==> config.mk <==
export PLATFORM = sky130hd
export DESIGN_NAME = cpu_sequencer
export DESIGN_NICKNAME = d
export VERILOG_FILES = /design/src/rtl/cpu_seq_pkg.sv /design/src/rtl/cpu_seq_mem_watchdog.sv /design/src/rtl/cpu_sequencer.sv
export SDC_FILE = /design/constraint.sdc
export NUM_CORES = 1
export LEC_CHECK = 0
export ABC_AREA = 1
export BUFFER_PORTS_ARGS = -buffer_cell sky130_fd_sc_hd__buf_4
export CAP_MARGIN = 20
export CORE_MARGIN = 1
export CORE_UTILIZATION = 30
export DETAILED_ROUTE_END_ITERATION = 10
export PLACE_DENSITY = 0.67
export SYNTH_ARGS = -nofsm -noshare
export SYNTH_HDL_FRONTEND = slang
export SYNTH_HIERARCHICAL = 1
export SYNTH_SLANG_ARGS = --single-unit
==> constraint.sdc <==
create_clock -name clk -period 1.9 [get_ports clk]
set_input_delay 0.38 -clock clk [delete_from_list [all_inputs] [get_ports clk]]
set_output_delay 0.38 -clock clk [all_outputs]
set_load 0.05 [all_outputs]
==> src/rtl/cpu_seq_pkg.sv <==
// Shared encodings for the multicycle ARM control unit: FSM states, decoder
// instruction classes, register-file write-source selects and the strobe bundle.
package cpu_seq_pkg;

  typedef enum logic [2:0] {
    ST_IDLE      = 3'd0,
    ST_FETCH     = 3'd1,
    ST_DECODE    = 3'd2,
    ST_EXECUTE   = 3'd3,
    ST_MEMORY    = 3'd4,
    ST_WRITEBACK = 3'd5,
    ST_BASE_WB   = 3'd6,
    ST_FAULT     = 3'd7
  } state_t;

  typedef enum logic [1:0] {
    CLS_DP  = 2'b00,
    CLS_LS  = 2'b01,
    CLS_BR  = 2'b10,
    CLS_UND = 2'b11
  } instr_class_t;

  typedef enum logic [1:0] {
    WSEL_ALU_RD  = 2'b00,
    WSEL_MEM_RD  = 2'b01,
    WSEL_PC4_LR  = 2'b10,
    WSEL_ADDR_RN = 2'b11
  } rf_wsel_t;

  localparam int MEM_TIMEOUT_DEFAULT = 16;
  // Wide enough for the largest legal timeout (255).
  localparam int WDOG_W = 8;

  typedef struct packed {
    logic     ir_write;
    logic     rf_read_en;
    logic     alu_en;
    logic     cpsr_write;
    logic     pc_write;
    logic     branch_take;
    logic     dmem_req;
    logic     dmem_we;
    logic     rf_write_en;
    rf_wsel_t rf_wsel;
    logic     retire;
    logic     fault;
  } ctrl_t;

endpackage

==> src/rtl/cpu_seq_mem_watchdog.sv <==
// Data-memory wait watchdog: counts cycles spent in MEMORY and flags the cycle
// on which MEM_TIMEOUT (1..255) wait cycles have been used up.
module cpu_seq_mem_watchdog
  import cpu_seq_pkg::*;
#(
  parameter int MEM_TIMEOUT = MEM_TIMEOUT_DEFAULT
) (
  input  logic clk,
  input  logic nreset,
  input  logic active,
  output logic expired
);

  localparam logic [WDOG_W-1:0] LIMIT = WDOG_W'(MEM_TIMEOUT - 1);

  logic [WDOG_W-1:0] wait_cnt;

  // NOTE: sequential state is written with non-blocking assignments only, so
  // every flop samples the pre-edge values regardless of block ordering.
  always_ff @(posedge clk or negedge nreset) begin
    if (!nreset) begin
      wait_cnt <= '0;
    end else if (!active) begin
      wait_cnt <= '0;
    end else if (wait_cnt != LIMIT) begin
      wait_cnt <= wait_cnt + 1'b1;
    end
  end

  // Asserted during the MEM_TIMEOUT-th MEMORY cycle; an ack in that cycle wins.
  assign expired = active && (wait_cnt == LIMIT);

endmodule

==> src/rtl/cpu_sequencer.sv <==
// Multicycle sequencer for the ARM datapath: FETCH/DECODE/EXECUTE/MEMORY/
// WRITEBACK control strobes. Define CPU_SEQ_PERF_CNT_EN to build the counters.
module cpu_sequencer
  import cpu_seq_pkg::*;
#(
  parameter int MEM_TIMEOUT = MEM_TIMEOUT_DEFAULT,
  parameter int CNT_W       = 16
) (
  input  logic             clk,
  input  logic             nreset,
  input  logic             run,
  input  logic [1:0]       instr_class,
  input  logic             is_load,
  input  logic             s_bit,
  input  logic             link_bit,
  input  logic             base_wb,
  input  logic             cond_pass,
  input  logic             dmem_ack,
  output logic             ir_write,
  output logic             rf_read_en,
  output logic             alu_en,
  output logic             cpsr_write,
  output logic             pc_write,
  output logic             branch_take,
  output logic             dmem_req,
  output logic             dmem_we,
  output logic             rf_write_en,
  output logic [1:0]       rf_wsel,
  output logic             retire,
  output logic             fault,
  output logic [2:0]       state,
  output logic [CNT_W-1:0] instr_cnt,
  output logic [CNT_W-1:0] stall_cnt
);

  state_t       state_q, state_d, after_retire;
  instr_class_t cls;
  ctrl_t        ctl;
  logic         mem_expired;
  logic         load_base_wb;

  assign cls          = instr_class_t'(instr_class);
  assign after_retire = run ? ST_FETCH : ST_IDLE;
  assign load_base_wb = (cls == CLS_LS) && is_load && base_wb;

  cpu_seq_mem_watchdog #(
    .MEM_TIMEOUT(MEM_TIMEOUT)
  ) u_watchdog (
    .clk    (clk),
    .nreset (nreset),
    .active (state_q == ST_MEMORY),
    .expired(mem_expired)
  );

  always_ff @(posedge clk or negedge nreset) begin
    if (!nreset) state_q <= ST_IDLE;
    else         state_q <= state_d;
  end

  // NOTE: every combinational block assigns a default first so no path leaves
  // a signal unassigned, which would otherwise infer a latch.
  always_comb begin
    state_d = state_q;
    case (state_q)
      ST_IDLE:      if (run) state_d = ST_FETCH;
      ST_FETCH:     state_d = ST_DECODE;
      ST_DECODE: begin
        if (cls == CLS_UND)  state_d = ST_FAULT;
        else if (!cond_pass) state_d = after_retire;
        else                 state_d = ST_EXECUTE;
      end
      ST_EXECUTE: begin
        case (cls)
          CLS_DP:  state_d = ST_WRITEBACK;
          CLS_LS:  state_d = ST_MEMORY;
          CLS_BR:  state_d = link_bit ? ST_WRITEBACK : after_retire;
          default: state_d = ST_FAULT;
        endcase
      end
      ST_MEMORY: begin
        if (dmem_ack) begin
          if (is_load)      state_d = ST_WRITEBACK;
          else if (base_wb) state_d = ST_BASE_WB;
          else              state_d = after_retire;
        end else if (mem_expired) begin
          state_d = ST_FAULT;
        end
      end
      ST_WRITEBACK: state_d = load_base_wb ? ST_BASE_WB : after_retire;
      ST_BASE_WB:   state_d = after_retire;
      ST_FAULT:     state_d = ST_FAULT;
      default:      state_d = ST_IDLE;
    endcase
  end

  always_comb begin
    ctl = '0;
    case (state_q)
      ST_FETCH: ctl.ir_write = 1'b1;
      ST_DECODE: begin
        ctl.rf_read_en = 1'b1;
        if (cls != CLS_UND && !cond_pass) begin
          ctl.pc_write = 1'b1;
          ctl.retire   = 1'b1;
        end
      end
      ST_EXECUTE: begin
        ctl.alu_en = 1'b1;
        if (cls == CLS_DP) ctl.cpsr_write = s_bit;
        if (cls == CLS_BR) begin
          ctl.branch_take = 1'b1;
          ctl.pc_write    = 1'b1;
          ctl.retire      = !link_bit;
        end
      end
      ST_MEMORY: begin
        ctl.dmem_req = 1'b1;
        ctl.dmem_we  = !is_load;
        if (dmem_ack && !is_load && !base_wb) begin
          ctl.pc_write = 1'b1;
          ctl.retire   = 1'b1;
        end
      end
      ST_WRITEBACK: begin
        ctl.rf_write_en = 1'b1;
        case (cls)
          CLS_LS:  ctl.rf_wsel = WSEL_MEM_RD;
          CLS_BR:  ctl.rf_wsel = WSEL_PC4_LR;
          default: ctl.rf_wsel = WSEL_ALU_RD;
        endcase
        // BL already loaded the branch target into PC during EXECUTE.
        ctl.pc_write = (cls != CLS_BR);
        ctl.retire   = !load_base_wb;
      end
      ST_BASE_WB: begin
        ctl.rf_write_en = 1'b1;
        ctl.rf_wsel     = WSEL_ADDR_RN;
        ctl.pc_write    = 1'b1;
        ctl.retire      = 1'b1;
      end
      ST_FAULT: ctl.fault = 1'b1;
      default:  ctl = '0;
    endcase
  end

  assign ir_write    = ctl.ir_write;
  assign rf_read_en  = ctl.rf_read_en;
  assign alu_en      = ctl.alu_en;
  assign cpsr_write  = ctl.cpsr_write;
  assign pc_write    = ctl.pc_write;
  assign branch_take = ctl.branch_take;
  assign dmem_req    = ctl.dmem_req;
  assign dmem_we     = ctl.dmem_we;
  assign rf_write_en = ctl.rf_write_en;
  assign rf_wsel     = ctl.rf_wsel;
  assign retire      = ctl.retire;
  assign fault       = ctl.fault;
  assign state       = state_q;

`ifdef CPU_SEQ_PERF_CNT_EN
  logic [CNT_W-1:0] instr_q, stall_q;

  // Both counters saturate at all-ones instead of wrapping.
  always_ff @(posedge clk or negedge nreset) begin
    if (!nreset) begin
      instr_q <= '0;
      stall_q <= '0;
    end else begin
      if (ctl.retire && instr_q != '1) instr_q <= instr_q + 1'b1;
      if (state_q == ST_MEMORY && !dmem_ack && stall_q != '1) stall_q <= stall_q + 1'b1;
    end
  end

  assign instr_cnt = instr_q;
  assign stall_cnt = stall_q;
`else
  assign instr_cnt = '0;
  assign stall_cnt = '0;
`endif

endmodule

==> reports/summary.txt <==
P_leak: 0.804 nW
Arrival @ worst endpoint: 1.47 ns
DP HPWL: 1910 um
Clock Pin Slew Worst Setup and Hold Paths: 0.05 ns
#FFs+latches synth: 11
H-tree Lvls: 1
Initial antenna violation count: 0
Share of layout cells above drive strength 1: 0.319
Port buffer count: 26
Area delta synth->final: 28.2%
Cells after Synth: 177
CTS tree: yes
Non-Filler Cell Area, Final: 1460 sq um
Pin count of the biggest net entering global routing: 12
Slowest CP cell: dfrtp_4
GRT Resource Usage Total: 0.123
Max-Cap Viols: 0
Biggest cell delay along the critical path: 0.53 ns
Remaining antenna violation count after routing: 0
First-pass GRT wire length: 3950 um
Buf/Inv on CP: 1
CORE AREA: 3660 sq um
Most frequent cells in the layout: nand2_1 (35), buf_4 (35), conb_1 (32)
CTS Root Cell: clkbuf_8
Initial DRC Count: 40
Total Die Area: 4050 sq um
Worst ir drop on vdd: 750 uV
Period minus WS final: 1.85 ns
Synthesis warning total: 6
Setup crit start kind: flop
Final wirelength: 2430 um
Pre-CTS setup slack: 0.219 ns
P per Cell Area: 1270 nW/um^2
Clock Latency Late Sink: 0.23 ns
CP top delay family: flip-flops
DR WL/cell: 9.19 um
Synthesized area: 1140 sq um
DRC: 0
Clock power share: 0.123
Status: finished clean
Sequential share of power: 0.190
Final Core Density: 0.399
Comb power frac: 0.687
Diode count: 0
P_sw: 0.00102 W
Sw frac: 0.552
CP Max Fanout: 6
Routed vias: 1065
Ports: 59
Multi-input logic area: 701 sq um
Worst Hold Class: in -> reg
Required time worst endpoint: 1.52 ns
Worst setup skew after layout: 0.000914 ns
Area post-placement: 1300 sq um
Num CTS Buffers: 3
Pint: 0.000831 W
First-pass DRT Iterations: 4
Final Hold Vio Count: 0
Initial Util: 0.311
# clock sinks: 11
Vias in the first global route: 911
Placer Congestion: 0.854
Slew Viols, Final: 0
Via density: 4.03
CP endpoint kind: output pin
Seq. cell area: 282 sq um
Post-synth cell types: 24
Maximum buffer depth of the clock tree: 2
Final setup vio count: 0
Layout Nets: 229
Setup TNS: 0 ns
Sequential share of the synthesized area: 0.241
Min setup slack post-route: 0.0550 ns
Tcrit/Tclk final: 0.971
Worst hold margin: 0.450 ns
Core Rows: 22
Syn_area_per_cell: 6.44 sq um
Worst path cell trace: nor2_4 -> nand2_2 -> o21ai_2 -> nand3b_1 -> buf_6
Die Y: 63.6 um
Crit Path Class: reg -> out
Die width: 63.6 um
Filler cells: 399
GRT Residual Overflow: 0
Fmax: 542 MHz
-- timing repair --
action	CTS	global route
gates resized for setup	4	3
endpoints found under the hold margin	11	0
pin swaps	1	3
endpoints found under the setup margin	2	2
hold buffers	1	0
setup buffers	0	10
-- final timing paths --
kind	slack, ns	cells past startpoint	start	to
setup reg to reg	0.49	9	u_watchdog/wait_cnt[0]	state[0]
hold reg to reg	0.55	2	u_watchdog/wait_cnt[7]	u_watchdog/wait_cnt[7]
hold / removal	0.45	3	run	state[0]
setup / recovery	0.05	5	state[1]	retire
min in group asynchronous	0.51	2	nreset	u_watchdog/wait_cnt[1]
max in group asynchronous	1.23	2	nreset	state[1]
-- cells by family after synthesis --
kind of cell,synth area share
compound gates,0.0560
flops,0.241
other cells,0.00329
fa+ha+maj,0.0110
simple gates,0.403
buf+inv,0.285
-- per-layer routing --
metal / wire length (um) / vias to the layer above / share of wire / track usage
li1: - / 565 / - / -
met1: 1090 / 462 / 0.45 / 0.152
met2: 1200 / 36 / 0.50 / 0.209
met3: 123 / 2 / 0.051 / 0.0380
met4: 10 / 0 / 0.0041 / 0.0256
met5: 0 / - / 0 / 0
-- cells in the mapped netlist --
| master | instances | area share |
|---|---|---|
| or2_1 | 1 | 0.0055 |
| inv_2 | 3 | 0.0099 |
| or2_2 | 1 | 0.0055 |
| nand2_2 | 5 | 0.027 |
| buf_4 | 32 | 0.21 |
| and2_1 | 1 | 0.0055 |
| nand3b_1 | 2 | 0.013 |
| ha_1 | 1 | 0.011 |
| nand2_1 | 35 | 0.12 |
| o21ai_2 | 1 | 0.0077 |
| conb_1 | 1 | 0.0033 |
| dfrtp_1 | 11 | 0.24 |
| nor3_1 | 1 | 0.0044 |
| o21ai_0 | 5 | 0.022 |
| inv_1 | 17 | 0.056 |
| nor2_2 | 2 | 0.011 |
| nand4_1 | 2 | 0.011 |
| o21ai_1 | 1 | 0.0044 |
| nand3_1 | 20 | 0.088 |
| nor2_1 | 25 | 0.082 |
| nor2_4 | 2 | 0.020 |
| nor3_4 | 1 | 0.014 |
| buf_2 | 2 | 0.0088 |
| a21oi_1 | 5 | 0.022 |
-- final cells by class --
type	instances	share of cell area
clock buffers	3	0.0283
clock inverters	1	0.00342
inverters	20	0.0531
multi-input cells	143	0.479
flip-flops and latches	11	0.193
well taps	48	0.0411
repair buffers	38	0.202
-- power groups by stage --
stage	logic [W]	clock network (W)	registers [W]
after CTS	0.00111	0.000240	0.000369
after detailed placement	0.00108	0	0.000373
final	0.00127	0.000229	0.000352
after global placement	0.00109	0	0.000372
after global routing	0.00136	0.000254	0.000360
after floorplan	0.000818	0	0.000435
-- metrics by stage --
stage	power [W]	cells
6_report	0.00186	264
5_1_grt	0.00197	264
4_1_cts	0.00172	254
3_5_place_dp	0.00146	249
3_3_place_gp	0.00146	249
2_1_floorplan	0.00125	208
-- state kept, by name, summed over array words and instances, names as in the netlist --
register	flops
state	3
u_watchdog/wait_cnt	8
-- tightest hold or removal path, stage by stage --
cell and delay, ns:
buf_4 0.13, nand2_1 0.07, a21oi_1 0.06
No activity file was read; power rests on OpenSTA's default activity.
